--- src/rtl/cc_microsequencer.sv ---
// cc_microsequencer: hard-wired fetch/decode/execute sequencer for the register-file scratchpad datapath
module cc_microsequencer #(
  parameter int DATAWIDTH_BUS_REG_IR        = 5,
  parameter int DATAWIDTH_BUS_REG_IR_OP     = 8,
  parameter int DATAWIDTH_DECODER_SELECTION = 4,
  parameter int DATAWIDTH_MUX_SELECTION     = 4,
  parameter int DATAWIDTH_ALU_SELECTION     = 4,
  parameter int DATAWIDTH_COUNTER           = 16
) (
  input  logic                                   CC_MICROSEQUENCER_CLOCK_50,
  input  logic                                   CC_MICROSEQUENCER_RESET_InLow,
  input  logic [DATAWIDTH_BUS_REG_IR_OP-1:0]     CC_MICROSEQUENCER_IR_OP,
  input  logic [DATAWIDTH_BUS_REG_IR-1:0]        CC_MICROSEQUENCER_IR_RS1,
  input  logic [DATAWIDTH_BUS_REG_IR-1:0]        CC_MICROSEQUENCER_IR_RS2,
  input  logic [DATAWIDTH_BUS_REG_IR-1:0]        CC_MICROSEQUENCER_IR_RD,
  input  logic                                   CC_MICROSEQUENCER_IR_IR13,
  input  logic                                   CC_MICROSEQUENCER_MemAck_In,
  output logic [DATAWIDTH_DECODER_SELECTION-1:0] CC_MICROSEQUENCER_Decoder_Selection_Out,
  output logic [DATAWIDTH_MUX_SELECTION-1:0]     CC_MICROSEQUENCER_MUXA_Selection_Out,
  output logic [DATAWIDTH_MUX_SELECTION-1:0]     CC_MICROSEQUENCER_MUXB_Selection_Out,
  output logic                                   CC_MICROSEQUENCER_MUXC_Selection_Out,
  output logic [DATAWIDTH_ALU_SELECTION-1:0]     CC_MICROSEQUENCER_ALU_Op_Out,
  output logic                                   CC_MICROSEQUENCER_MemReq_Out,
  output logic                                   CC_MICROSEQUENCER_MemWrite_Out,
  output logic                                   CC_MICROSEQUENCER_Halt_Out,
  output logic [DATAWIDTH_COUNTER-1:0]           CC_MICROSEQUENCER_Retired_Out
);
  typedef enum logic [2:0] {
    S_RESET, S_FETCH, S_DECODE, S_EXEC, S_ADDR, S_MEM, S_PCINC, S_HALT
  } state_t;
  localparam logic [DATAWIDTH_DECODER_SELECTION-1:0] D_NONE = '1;
  localparam logic [DATAWIDTH_DECODER_SELECTION-1:0] D_PC   = 8;
  localparam logic [DATAWIDTH_DECODER_SELECTION-1:0] D_T0   = 9;
  localparam logic [DATAWIDTH_DECODER_SELECTION-1:0] D_IR   = 13;
  localparam logic [DATAWIDTH_MUX_SELECTION-1:0]     M_PC   = 8;
  localparam logic [DATAWIDTH_MUX_SELECTION-1:0]     M_T0   = 9;
  localparam logic [DATAWIDTH_MUX_SELECTION-1:0]     M_SIMM = 14;
  localparam logic [DATAWIDTH_ALU_SELECTION-1:0]     A_ADD  = 0;
  localparam logic [DATAWIDTH_ALU_SELECTION-1:0]     A_INC4 = 5;
  localparam logic [DATAWIDTH_ALU_SELECTION-1:0]     A_PASSA = 6;
  state_t state, state_nx;
  logic [DATAWIDTH_COUNTER-1:0] retired;
  logic [1:0] op;
  logic [5:0] op3;
  logic alu_op, mem_op, ack, rd_zero;
  logic [DATAWIDTH_DECODER_SELECTION-1:0] rd_sel;
  logic [DATAWIDTH_MUX_SELECTION-1:0] rs1_sel, rs2_sel, rd_mux, b_sel;
  assign op      = CC_MICROSEQUENCER_IR_OP[7:6];
  assign op3     = CC_MICROSEQUENCER_IR_OP[5:0];
  assign alu_op  = op == 2'b10 && op3 <= 6'd4;
  assign mem_op  = op == 2'b11 && (op3 == 6'd0 || op3 == 6'd4);
  assign ack     = CC_MICROSEQUENCER_MemAck_In;
  assign rd_zero = CC_MICROSEQUENCER_IR_RD == '0;
  assign rd_sel  = DATAWIDTH_DECODER_SELECTION'(CC_MICROSEQUENCER_IR_RD);
  assign rd_mux  = DATAWIDTH_MUX_SELECTION'(CC_MICROSEQUENCER_IR_RD);
  assign rs1_sel = DATAWIDTH_MUX_SELECTION'(CC_MICROSEQUENCER_IR_RS1);
  assign rs2_sel = DATAWIDTH_MUX_SELECTION'(CC_MICROSEQUENCER_IR_RS2);
  assign b_sel   = CC_MICROSEQUENCER_IR_IR13 ? M_SIMM : rs2_sel;
  always_ff @(posedge CC_MICROSEQUENCER_CLOCK_50 or negedge CC_MICROSEQUENCER_RESET_InLow)
    if (!CC_MICROSEQUENCER_RESET_InLow) begin
      state   <= S_RESET;
      retired <= '0;
    end else begin
      state   <= state_nx;
      retired <= state == S_PCINC ? retired + DATAWIDTH_COUNTER'(1) : retired;
    end
  always_comb begin
    state_nx = state;
    CC_MICROSEQUENCER_Decoder_Selection_Out = D_NONE;
    CC_MICROSEQUENCER_MUXA_Selection_Out    = '0;
    CC_MICROSEQUENCER_MUXB_Selection_Out    = '0;
    CC_MICROSEQUENCER_MUXC_Selection_Out    = 1'b0;
    CC_MICROSEQUENCER_ALU_Op_Out            = A_PASSA;
    CC_MICROSEQUENCER_MemReq_Out            = 1'b0;
    CC_MICROSEQUENCER_MemWrite_Out          = 1'b0;
    case (state)
      S_RESET: state_nx = S_FETCH;
      S_FETCH: begin
        CC_MICROSEQUENCER_MUXA_Selection_Out    = M_PC;
        CC_MICROSEQUENCER_MemReq_Out            = 1'b1;
        CC_MICROSEQUENCER_MUXC_Selection_Out    = 1'b1;
        CC_MICROSEQUENCER_Decoder_Selection_Out = ack ? D_IR : D_NONE;
        state_nx = ack ? S_DECODE : S_FETCH;
      end
      S_DECODE: state_nx = alu_op ? S_EXEC : mem_op ? S_ADDR : S_HALT;
      S_EXEC: begin
        CC_MICROSEQUENCER_MUXA_Selection_Out    = rs1_sel;
        CC_MICROSEQUENCER_MUXB_Selection_Out    = b_sel;
        CC_MICROSEQUENCER_ALU_Op_Out            = DATAWIDTH_ALU_SELECTION'(op3[2:0]);
        CC_MICROSEQUENCER_Decoder_Selection_Out = rd_zero ? D_NONE : rd_sel;
        state_nx = S_PCINC;
      end
      S_ADDR: begin
        CC_MICROSEQUENCER_MUXA_Selection_Out    = rs1_sel;
        CC_MICROSEQUENCER_MUXB_Selection_Out    = b_sel;
        CC_MICROSEQUENCER_ALU_Op_Out            = A_ADD;
        CC_MICROSEQUENCER_Decoder_Selection_Out = D_T0;
        state_nx = S_MEM;
      end
      S_MEM: begin
        // op3[2] separates ST (4) from LD (0); only those two reach here
        CC_MICROSEQUENCER_MUXA_Selection_Out    = M_T0;
        CC_MICROSEQUENCER_MemReq_Out            = 1'b1;
        CC_MICROSEQUENCER_MUXB_Selection_Out    = op3[2] ? rd_mux : '0;
        CC_MICROSEQUENCER_MemWrite_Out          = op3[2];
        CC_MICROSEQUENCER_MUXC_Selection_Out    = !op3[2];
        CC_MICROSEQUENCER_Decoder_Selection_Out = (!op3[2] && ack && !rd_zero) ? rd_sel : D_NONE;
        state_nx = ack ? S_PCINC : S_MEM;
      end
      S_PCINC: begin
        CC_MICROSEQUENCER_MUXA_Selection_Out    = M_PC;
        CC_MICROSEQUENCER_ALU_Op_Out            = A_INC4;
        CC_MICROSEQUENCER_Decoder_Selection_Out = D_PC;
        state_nx = S_FETCH;
      end
      S_HALT: state_nx = S_HALT;
      default: state_nx = S_RESET;
    endcase
  end
  assign CC_MICROSEQUENCER_Halt_Out    = state == S_HALT;
  assign CC_MICROSEQUENCER_Retired_Out = retired;
endmodule

--- config.mk ---
export PLATFORM = sky130hd
export DESIGN_NAME = cc_microsequencer
export DESIGN_NICKNAME = d
export VERILOG_FILES = /design/src/rtl/cc_microsequencer.sv
export SDC_FILE = /design/constraint.sdc
export NUM_CORES = 1
export LEC_CHECK = 0
export ABC_AREA = 1
export CAP_MARGIN = 20
export CORE_MARGIN = 4
export CORE_UTILIZATION = 25
export DETAILED_ROUTE_END_ITERATION = 8
export HOLD_SLACK_MARGIN = 0.05
export PLACE_DENSITY = 0.64
export SLEW_MARGIN = 10
export SYNTH_ARGS = -nofsm -noshare
export SYNTH_HDL_FRONTEND = slang
export SYNTH_SLANG_ARGS = --single-unit
--- constraint.sdc ---
create_clock -name CC_MICROSEQUENCER_CLOCK_50 -period 1.51 [get_ports CC_MICROSEQUENCER_CLOCK_50]
set_input_delay 0.2265 -clock CC_MICROSEQUENCER_CLOCK_50 [delete_from_list [all_inputs] [get_ports CC_MICROSEQUENCER_CLOCK_50]]
set_output_delay 0.2265 -clock CC_MICROSEQUENCER_CLOCK_50 [all_outputs]
set_load 0.02 [all_outputs]
* Yosys cells after proc, flatten, opt, wreduce, memory -nomap -nowiden
Cells that the tools add are included.
** Storage, ports and cells
- Flip-flop bits (word level) :: 19
- Bits of input ports :: 27
- Output and inout port bits :: 36
- Logic and storage cells :: 45
** Cells by class
- Add/sub/neg operators :: 1
- Order comparisons :: 1
- Equality and inequality tests :: 10
- Mux-type cells :: 17
- Reductions and logical operators :: 14
** Operators with widths (number)
- case mux 3 bit (7 select lines) :: 1
- case mux 4 bit (5 select lines) :: 1
- adder 16 x 1 -> 16 bit (second input constant) :: 1
- two-way mux 4 bit :: 4
- == test 3 bit (second input constant) :: 4
- case mux 4 bit (3 select lines) :: 1
- case mux 3 bit (3 select lines) :: 1
- two-way mux 2 bit :: 4
- case mux 4 bit (2 select lines) :: 1
- OR reduction 2 bit :: 4
- == test 3 x 2 -> 1 bit (second input constant) :: 2
- == test 6 x 3 -> 1 bit (second input constant) :: 1
- less-or-equal comparator 6 x 3 -> 1 bit (second input constant) :: 1
- zero test 6 bit :: 1
- zero test 5 bit :: 1
- == test 2 bit (second input constant) :: 2
- logical AND 1 bit :: 4
- == test 3 x 1 -> 1 bit (second input constant) :: 1
- zero test 3 bit :: 1
- two-way mux 3 bit :: 1
- zero test 1 bit :: 2
- two-way mux 1 bit :: 2
- case mux 1 bit (2 select lines) :: 1
- logical OR 1 bit :: 1

* Logic depth before layout (Yosys ltp)
Gate-level depths: netlist (run 1).
- Depth in word-level cells :: 6
- Gate-level depth with buffers :: 8
- Gate-level depth less buffers :: 8

* Worst setup path before layout (run 1)
No wires, ideal clock.
- Path kind :: register -> output
- From :: register state[1]
- To :: output CC_MICROSEQUENCER_MUXB_Selection_Out[0]
- Arrival time :: 1.929 ns
- Data required time :: 1.283 ns
- Slack :: -0.646 ns
- Cell stages (with the launch flop) :: 6
- Buffers on the path :: 0
- Cells stage by stage :: dfrtp_1 -> nor2_1 -> inv_1 -> nor2_1 -> inv_1 -> o21ai_0
** Between the ends
- Word-level cells in the longest chain between the ends :: 3
- Elaborated cells between the ends (all ways) :: 5
- Those cells by class :: eq/ne (3); mux (1); reduce/logical (1)
** Ends and longest elaborated chain
- start: declaration :: RTL line 41 : state_t state, state_nx;
- start signal: assignment :: RTL line 64 : state <= state_nx;
- == test 3 bit or == test 3 x 2 -> 1 bit (tied branches) :: RTL line 76 : case (state)
- OR reduction 2 bit (no line)
- case mux 4 bit (2 select lines) * :: RTL line 76
- end: declaration :: RTL line 20 : output logic [DATAWIDTH_MUX_SELECTION-1:0] CC_MICROSEQUENCER_MUXB_Selection_Out,
Mark *: on every way between the ends. The rest lies on a longest branch, timed or not.

* Worst setup path in the final report (run 1)
- From :: register state[0]
- To :: output CC_MICROSEQUENCER_Decoder_Selection_Out[3]
** Between the ends
- Word-level cells in the longest chain between the ends :: 2
- Elaborated cells between the ends (all ways) :: 6
- Those cells by class :: eq/ne (5); mux (1)
** Ends and longest elaborated chain
- == test 3 bit, or another cell as far along :: RTL line 76
- case mux 4 bit (5 select lines) * :: RTL line 76
- end: declaration :: RTL line 18 : output logic [DATAWIDTH_DECODER_SELECTION-1:0] CC_MICROSEQUENCER_Decoder_Selection_Out,
Marked as above.

==> results of run 1 <==
## sequential cells by signal, indices dropped and copies added, names as in the netlist
register and cells:
state 3, CC_MICROSEQUENCER_Retired_Out 16
## power by group through the flow
stage / combinational (W) / clock (W) / sequential [W]
after floorplan: 0.00119 / 0 / 0.000782
after global placement: 0.00251 / 0 / 0.000738
after detailed placement: 0.00253 / 0 / 0.000739
after CTS: 0.00282 / 0.000359 / 0.000775
after global routing: 0.00341 / 0.000378 / 0.000797
final: 0.00318 / 0.000349 / 0.000776
## path summary, 6_finish.rpt
kind                                                                              from                                             to  slack (ns)  cells after the start
hold / removal                                           CC_MICROSEQUENCER_RESET_InLow   CC_MICROSEQUENCER_Retired_Out[8]$_DFFE_PN0P_        0.30                      2
setup reg to reg                                                    state[1]$_DFF_PN0_  CC_MICROSEQUENCER_Retired_Out[15]$_DFFE_PN0P_       -0.01                      7
hold reg to reg                          CC_MICROSEQUENCER_Retired_Out[14]$_DFFE_PN0P_  CC_MICROSEQUENCER_Retired_Out[14]$_DFFE_PN0P_        0.49                      1
max in group asynchronous                                CC_MICROSEQUENCER_RESET_InLow                             state[0]$_DFF_PN0_        0.99                      2
min in group CC_MICROSEQUENCER_CLOCK_50  CC_MICROSEQUENCER_Retired_Out[14]$_DFFE_PN0P_  CC_MICROSEQUENCER_Retired_Out[14]$_DFFE_PN0P_        0.49                      1
setup / recovery                                                    state[0]$_DFF_PN0_     CC_MICROSEQUENCER_Decoder_Selection_Out[3]       -0.19                      8
## cell type report
class | count | area share, %
tap | 67 | 3.33
sequential | 19 | 19.0
clock buffer | 3 | 1.64
inverter | 28 | 4.57
multi-input combinational | 136 | 36.0
timing repair buffer | 95 | 35.3
clock inverter | 1 | 0.199
## through the flow
stage | hold WS, ns | cells
3_5_place_dp | 0.485 | 337
5_1_grt | 0.351 | 349
6_report | 0.298 | 349
4_1_cts | 0.308 | 345
3_3_place_gp | 0.486 | 337
2_1_floorplan | -0.0691 | 186
## synthesized netlist by cell type
master	instances	area share, %
a21oi_1	3	1.2
buf_2	1	0.40
buf_4	1	0.59
clkbuf_2	1	0.40
conb_1	1	0.30
dfrtp_1	19	38
ha_1	1	0.99
inv_1	28	8.3
nand2_1	44	13
nand3_1	19	7.5
nand3_2	1	0.79
nand3b_1	2	1.2
nand4_1	6	3.0
nor2_1	28	8.3
nor2_2	1	0.49
nor3_1	3	1.2
o21a_1	1	0.59
o21ai_0	12	4.7
o21bai_1	1	0.59
o22ai_1	1	0.49
xnor2_1	8	5.5
xor2_1	4	2.8
## cells by family after synthesis
logic type	after synthesis	share of synthesized area [%]
AO/OA/AOI/OAI	18	7.62
XOR/XNOR	12	8.31
adder cells (fa/ha/maj)	1	0.989
buffers and inverters	31	9.69
flip-flops	19	37.6
other	1	0.296
AND/OR/NAND/NOR	104	35.5
## critical path, delay by kind of cell, from the launching register on
kind | cells | cell delay (ns)
flip-flops | 1 | 0.46
buffers and inverters | 3 | 0.37
AND/OR/NAND/NOR | 5 | 0.39
## layer usage
layer / global-route usage [%] / up-vias
met5: 0 / -
met4: 3.78 / 0
met2: 23.4 / 45
met1: 18.0 / 727
li1: - / 782
met3: 2.95 / 10
## timing repair
action,in CTS,in global routing
resized for setup,154,38
setup endpoints to repair,39,25
setup buffers,5,4
pin swaps,8,11
==> impl_results.md, run 1 <==
- Max VDD drop: 0.839 mV
- Num CTS Buffers: 3
- # nets final: slightly above 300
- Finished layout cell area: 0.00252 mm2
- Max Buffers Root-to-Sink: 2
- Final HPWL DP: 3.38 mm
- Avg WL per Cell: 12.5 um
- IO Count: 63
- Core Util, Final: 52.3%
- CP Capture Type: output port
- Sequential Power Share: 18.0%
- Fin. Hold Viols: 0
- DR vias/cell: 4.48
- DRC viols: 0
- Final WL: 4.38 mm
- Slew Limit Fails: 0
- Total of max-cap violations: 0
- Global-route wire length before repair: 7.04 mm
- Outcome: finished, violations left
- 1st-pass router iterations: 5
- Hold Path Class: in -> async
- Most frequent cells in the layout: nand2_1 (37), buf_4 (30), clkdlybuf4s50_1 (25)
- Initial antenna violation count: 0
- FF/Latch Area: 479 um2
- Leakage power: roughly 1.2 nW
- Final setup violation count: 18
- CP Class: reg -> out
- Vias in the first global route: 1,478
- Share of cells above drive strength 1: 36.9%
- Crit path max fanout: 4
- Area occupied by multi-input gates: slightly above 900 um2
- Clock slew at reported path FFs: 0.07 ns
- Die Y: 79.1 um
- Achievable Freq: slightly below 600 MHz
- Largest net degree at the start of global routing: 20
- Pre-CTS setup slack: -0.619 ns
- Post-Syn Nets: roughly 210
- Failing checks: setup timing
- Max Clock Skew: 0.00586 ns
- Port Buffer Count: 59
- Seq/Total Area, Yosys: 37.6%
- Highest metal layer with signal wires: met4
- Routed Antenna Nets: 0
- Power Total: 0.00431 W
- Die area: 0.00626 mm2
- Metal2 WL: 2.22 mm
- CP required: 1.28 ns
- Fin crit period: 1.70 ns
- GRT overflow: 0
- Clock share of power: 8.1%
- Fin Setup TNS: -2.27 ns
- Mapped cell area: roughly 0.0013 mm2
- Post-synthesis cell count: between 150 and 200
- Worst skew pair latency: 0.26 ns
- Row cnt: 25
- Layout area overhead: 99.3%
- RSZ-0062 raised after global routing: true
- Via count: 1,564
- Htree depth: 1
- Die Wd: 79.1 um
- Syn Area/Cell: 6.80 um2
- Yosys reg bits: 19
- Root Driver: clkbuf_8
- Period utilization: 113%
- Warnings from Yosys: 0
- Met3 wirelength from detailed routing: 260 um
- M1 WL: ~1.8 mm
- Diodes inserted: 0
- Largest stage delay on the critical path: 0.46 ns
- Switch share: 46.1%
- Final GP Congestion: roughly 0.82
- Power Dens Cells: ~1700 mW/mm2
- Combinational cell fraction of total power: between 70% and 80%
- Post-DP Area: roughly 0.0022 mm2
- Setup ws final: -0.194 ns
- Count of cell types in the netlist: 22
- # fillers: between 400 and 500
- Worst-path cell chain: inv_4 -> nor2_4 -> buf_6 -> nand2_8 -> nand3_2 -> nor2_2 -> nand3_2 -> buf_6
- P_int: 0.00232 W
- Startpoint class of the critical path: register
- TritonCTS clock tree: yes
- Commonest non-fill, non-tap cell in the layout: nand2_1
- WP data arrival: between 1 and 1.5 ns
- Sw power: 0.00199 W
- DR iter-0 viols: 58
- Critical path's slowest cell: dfrtp_2
- Total track usage: 13.9%
- Starting Density: 26.3%
- Core ar.: 0.00482 mm2
- CTS sink count: 19
- Hold buffers post-CTS: 0
Note: power is estimated with default switching activity, not from simulation.
==> inputs of run 2 (changes only) <==
--- a/config.mk
+++ b/config.mk
@@ -12,7 +12,7 @@
 export DETAILED_ROUTE_END_ITERATION = 8
 export HOLD_SLACK_MARGIN = 0.05
 export PLACE_DENSITY = 0.64
-export SLEW_MARGIN = 10
+export SLEW_MARGIN = 5
 export SYNTH_ARGS = -nofsm -noshare
 export SYNTH_HDL_FRONTEND = slang
 export SYNTH_SLANG_ARGS = --single-unit
==> constraint.sdc (replaced) <==
create_clock -name CC_MICROSEQUENCER_CLOCK_50 -period 1.51 [get_ports CC_MICROSEQUENCER_CLOCK_50]
set_input_delay 0.302 -clock CC_MICROSEQUENCER_CLOCK_50 [delete_from_list [all_inputs] [get_ports CC_MICROSEQUENCER_CLOCK_50]]
set_output_delay 0.302 -clock CC_MICROSEQUENCER_CLOCK_50 [all_outputs]
set_load 0.02 [all_outputs]
==> run 2 against run 1 <==
The run still ends with setup timing left. Sequential share of layout area shrank 0.35 points. Critical endpoint is now CC_MICROSEQUENCER_MUXC_Selection_Out. Sequential power about the same. Global-route usage decreased by 0.34 points. Critical path type unchanged. Utilization grew 0.83 points. Highest routed layer unchanged.
==> impl_results.md, run 2 (synthesis gave the netlist of run 1 again) <==
- DR vias/cell: 4.39 (was 4.48)
- Cell family contributing the most delay on the critical path: buffers and inverters (was flip-flops)
- Port Buffer Count: 59 (unchanged)
- Avg WL per Cell: 12.4 um (was 12.5 um)
- Hold Path Class: in -> async (unchanged)
- Die area: 0.00626 mm2 (unchanged)
- Clock slew at reported path FFs: 0.07 ns (about the same)
- Final WL: 4.41 mm (was 4.38 mm)
- CTS sink count: 19 (unchanged)
- Die Y: 79.1 um (unchanged)
- Setup ws final: -0.293 ns (was -0.194 ns)
- WP buf/inv: 5 (was 3)
- Via count: 1,563 (was 1,564)
- Routed Antenna Nets: 0 (unchanged)
- FF/Latch Area: 478 um2 (was 479 um2)
- CP Class: reg -> out (unchanged)
- Slew Limit Fails: 0 (unchanged)
- Diodes inserted: 0 (unchanged)
- Failing checks: setup timing (unchanged)
- Vias in the first global route: 1,564 (was 1,478)
- Power Dens Cells: 1700 mW/mm2 (was 1710 mW/mm2)
- CP Capture Type: output port (unchanged)
- Initial antenna violation count: 0 (unchanged)
- Core ar.: 0.00482 mm2 (unchanged)
- Final setup violation count: 19 (was 18)
- Layer with the highest usage: met2 (unchanged)
- R2R setup slack: 0.01 ns (was -0.01 ns)
- Post-DP Area: 0.00224 mm2 (was 0.00218 mm2)
- Commonest non-fill, non-tap cell in the layout: nand2_1 (unchanged)
- Die Wd: 79.1 um (unchanged)
- RSZ-0062 raised after global routing: true (unchanged)
- Outcome: finished, violations left (unchanged)
- Finished layout cell area: 0.00256 mm2 (was 0.00252 mm2)
- CP required: 1.21 ns (was 1.28 ns)
- Leakage power: 1.26 nW (was 1.25 nW)
- Global-route wire length before repair: 6.92 mm (was 7.04 mm)
- Period utilization: 119% (was 113%)
- # fillers: 445 (was 474)
- WP data arrival: 1.50 ns (was 1.48 ns)
- Row cnt: 25 (unchanged)
- Reg2Reg Capture Point: CC_MICROSEQUENCER_Retired_Out[9]$_DFFE_PN0P_ (was CC_MICROSEQUENCER_Retired_Out[15]$_DFFE_PN0P_)
- Max Buffers Root-to-Sink: 2 (unchanged)
- Met2 usage: 24.0% (was 23.4%)
- Fin crit period: 1.80 ns (was 1.70 ns)
- Share of cells above drive strength 1: 37.7% (was 36.9%)
- 1st-pass router iterations: 4 (was 5)
- Worst skew pair latency: 0.25 ns (was 0.26 ns)
- Max reg flops: 16 (unchanged)
- Crit path max fanout: 4 (unchanged)
- Achievable Freq: 555 MHz (was 587 MHz)
- Fin Setup TNS: -4.05 ns (was -2.27 ns)
- Core Util, Final: 53.2% (was 52.3%)
- DRC viols: 0 (unchanged)
- Final GP Congestion: 0.770 (was 0.819)
- Largest stage delay on the critical path: 0.45 ns (was 0.46 ns)
- R2r startpoint: state[1]$_DFF_PN0_ (unchanged)
- Startpoint class of the critical path: register (unchanged)
- Total track usage: 13.6% (was 13.9%)
- Cells on worst reg2reg path: 7 (unchanged)
- Root Driver: clkbuf_8 (unchanged)
- Total of max-cap violations: 0 (unchanged)
- GRT overflow: 0 (unchanged)
- Starting Density: 26.3% (unchanged)
- DR iter-0 viols: 39 (was 58)
- TritonCTS clock tree: yes (unchanged)
- Layout area overhead: 102% (was 99.3%)
- IO Count: 63 (unchanged)
- Hold Slack: 0.374 ns (was 0.298 ns)
- Final HPWL DP: 3.08 mm (was 3.38 mm)
- Global Route met3 Usage: 2.72% (was 2.95%)
- Fin. Hold Viols: 0 (unchanged)
- Area occupied by multi-input gates: 891 um2 (was 907 um2)
- Critical path's slowest cell: dfrtp_2 (unchanged)
- # nets final: 318 (was 311)
- Hold buffers post-CTS: 0 (unchanged)
- Met1 Use GR: 16.8% (was 18.0%)
- Worst-path cell chain: inv_4 -> nor2_4 -> inv_4 -> buf_4 -> buf_6 -> a21oi_4 -> buf_6 (was inv_4 -> nor2_4 -> buf_6 -> nand2_8 -> nand3_2 -> nor2_2 -> nand3_2 -> buf_6)
- Htree depth: 1 (unchanged)
- Most frequent cells in the layout: nand2_1 (38), buf_4 (32), buf_6 (29) (was nand2_1 (37), buf_4 (30), clkdlybuf4s50_1 (25))
- Largest net degree at the start of global routing: 20 (unchanged)
- Max VDD drop: 0.755 mV (was 0.839 mV)
- Max Clock Skew: 0.00207 ns (was 0.00586 ns)
- Num CTS Buffers: 3 (unchanged)
[run 2: cell types whose count changed in the layout (fill, tap and decap cells not counted), moves of 2 or more]
cell	previous run	this run
dlygate4sd2_1	13	17
nand2_8	2	0
clkdlybuf4s50_1	25	23
buf_4	30	32
dlymetal6s2s_1	2	0
nand2_2	2	5
buf_6	24	29
[run 2: cell type report]
| cell class | instances | area share (%) |
|---|---|---|
| Timing Repair Buffer | 101 | 36.9 |
| Multi-Input combinational cell | 137 | 34.8 |
| Sequential cell | 19 | 18.7 |
| Inverter | 28 | 4.59 |
| Tap cell | 67 | 3.27 |
| Clock buffer | 4 | 1.76 |
[run 2: worst max-delay path by stage]
stage,start,end,depth (start not counted)
after floorplan,state[1]$_DFF_PN0_,CC_MICROSEQUENCER_MUXB_Selection_Out[0],5
after global placement,CC_MICROSEQUENCER_IR_RD[2],CC_MICROSEQUENCER_Decoder_Selection_Out[0],7
after detailed placement,CC_MICROSEQUENCER_IR_RD[2],CC_MICROSEQUENCER_Decoder_Selection_Out[0],7
after CTS,state[0]$_DFF_PN0_,CC_MICROSEQUENCER_MUXB_Selection_Out[0],7
after global routing,state[0]$_DFF_PN0_,CC_MICROSEQUENCER_Decoder_Selection_Out[0],7
final,state[0]$_DFF_PN0_,CC_MICROSEQUENCER_MUXC_Selection_Out,7
[run 2: what timing repair did]
item | CTS | global route
setup endpoints to repair | 38 | 25
pin swaps | 19 | 5
cloned | 1 | 0
setup buffers | 6 | 8
gates resized for setup | 168 | 20
hold endpoints to repair | 0 | 0
[run 2: where the power goes]
group | switching, W | internal, W | total, W
Combinational | 0.00163 | 0.00159 | 0.00323
Clock | 0.000165 | 0.000187 | 0.000353
Sequential | 0.000164 | 0.000611 | 0.000775
[run 2: per-layer routing]
metal	wire, um	vias to the layer above
li1	-	792
met1	2000	713
met2	2110	56
met3	284	2
met4	16	0
met5	0	-
[run 2: per-stage QoR]
| stage | total power [W] | instances | worst slack (ns) |
|---|---|---|---|
| finish | 0.00435 | 356 | -0.293 |
| global route | 0.00465 | 356 | -0.405 |
| CTS | 0.00412 | 350 | -0.275 |
| detailed placement | 0.00336 | 341 | -0.822 |
| global placement | 0.00334 | 341 | -0.789 |
| floorplan | 0.00205 | 186 | -0.0472 |
[run 2: worst reg2reg max path, cell delays in order, from the launching register on]
cell and delay (ns):
dfrtp_2 0.49, buf_6 0.14, nand3_4 0.10, buf_6 0.17, nor2_4 0.14, nand2_2 0.10, nor2_2 0.14, xor2_1 0.15
==> inputs of run 3 (changes only) <==
--- a/config.mk
+++ b/config.mk
@@ -10,6 +10,7 @@
 export CORE_MARGIN = 4
 export CORE_UTILIZATION = 25
 export DETAILED_ROUTE_END_ITERATION = 8
+export GPL_ROUTABILITY_DRIVEN = 0
 export HOLD_SLACK_MARGIN = 0.05
 export PLACE_DENSITY = 0.64
 export SLEW_MARGIN = 5
==> results of run 3 <==
Final layout, timing and power as in run 2 (identical DEF).
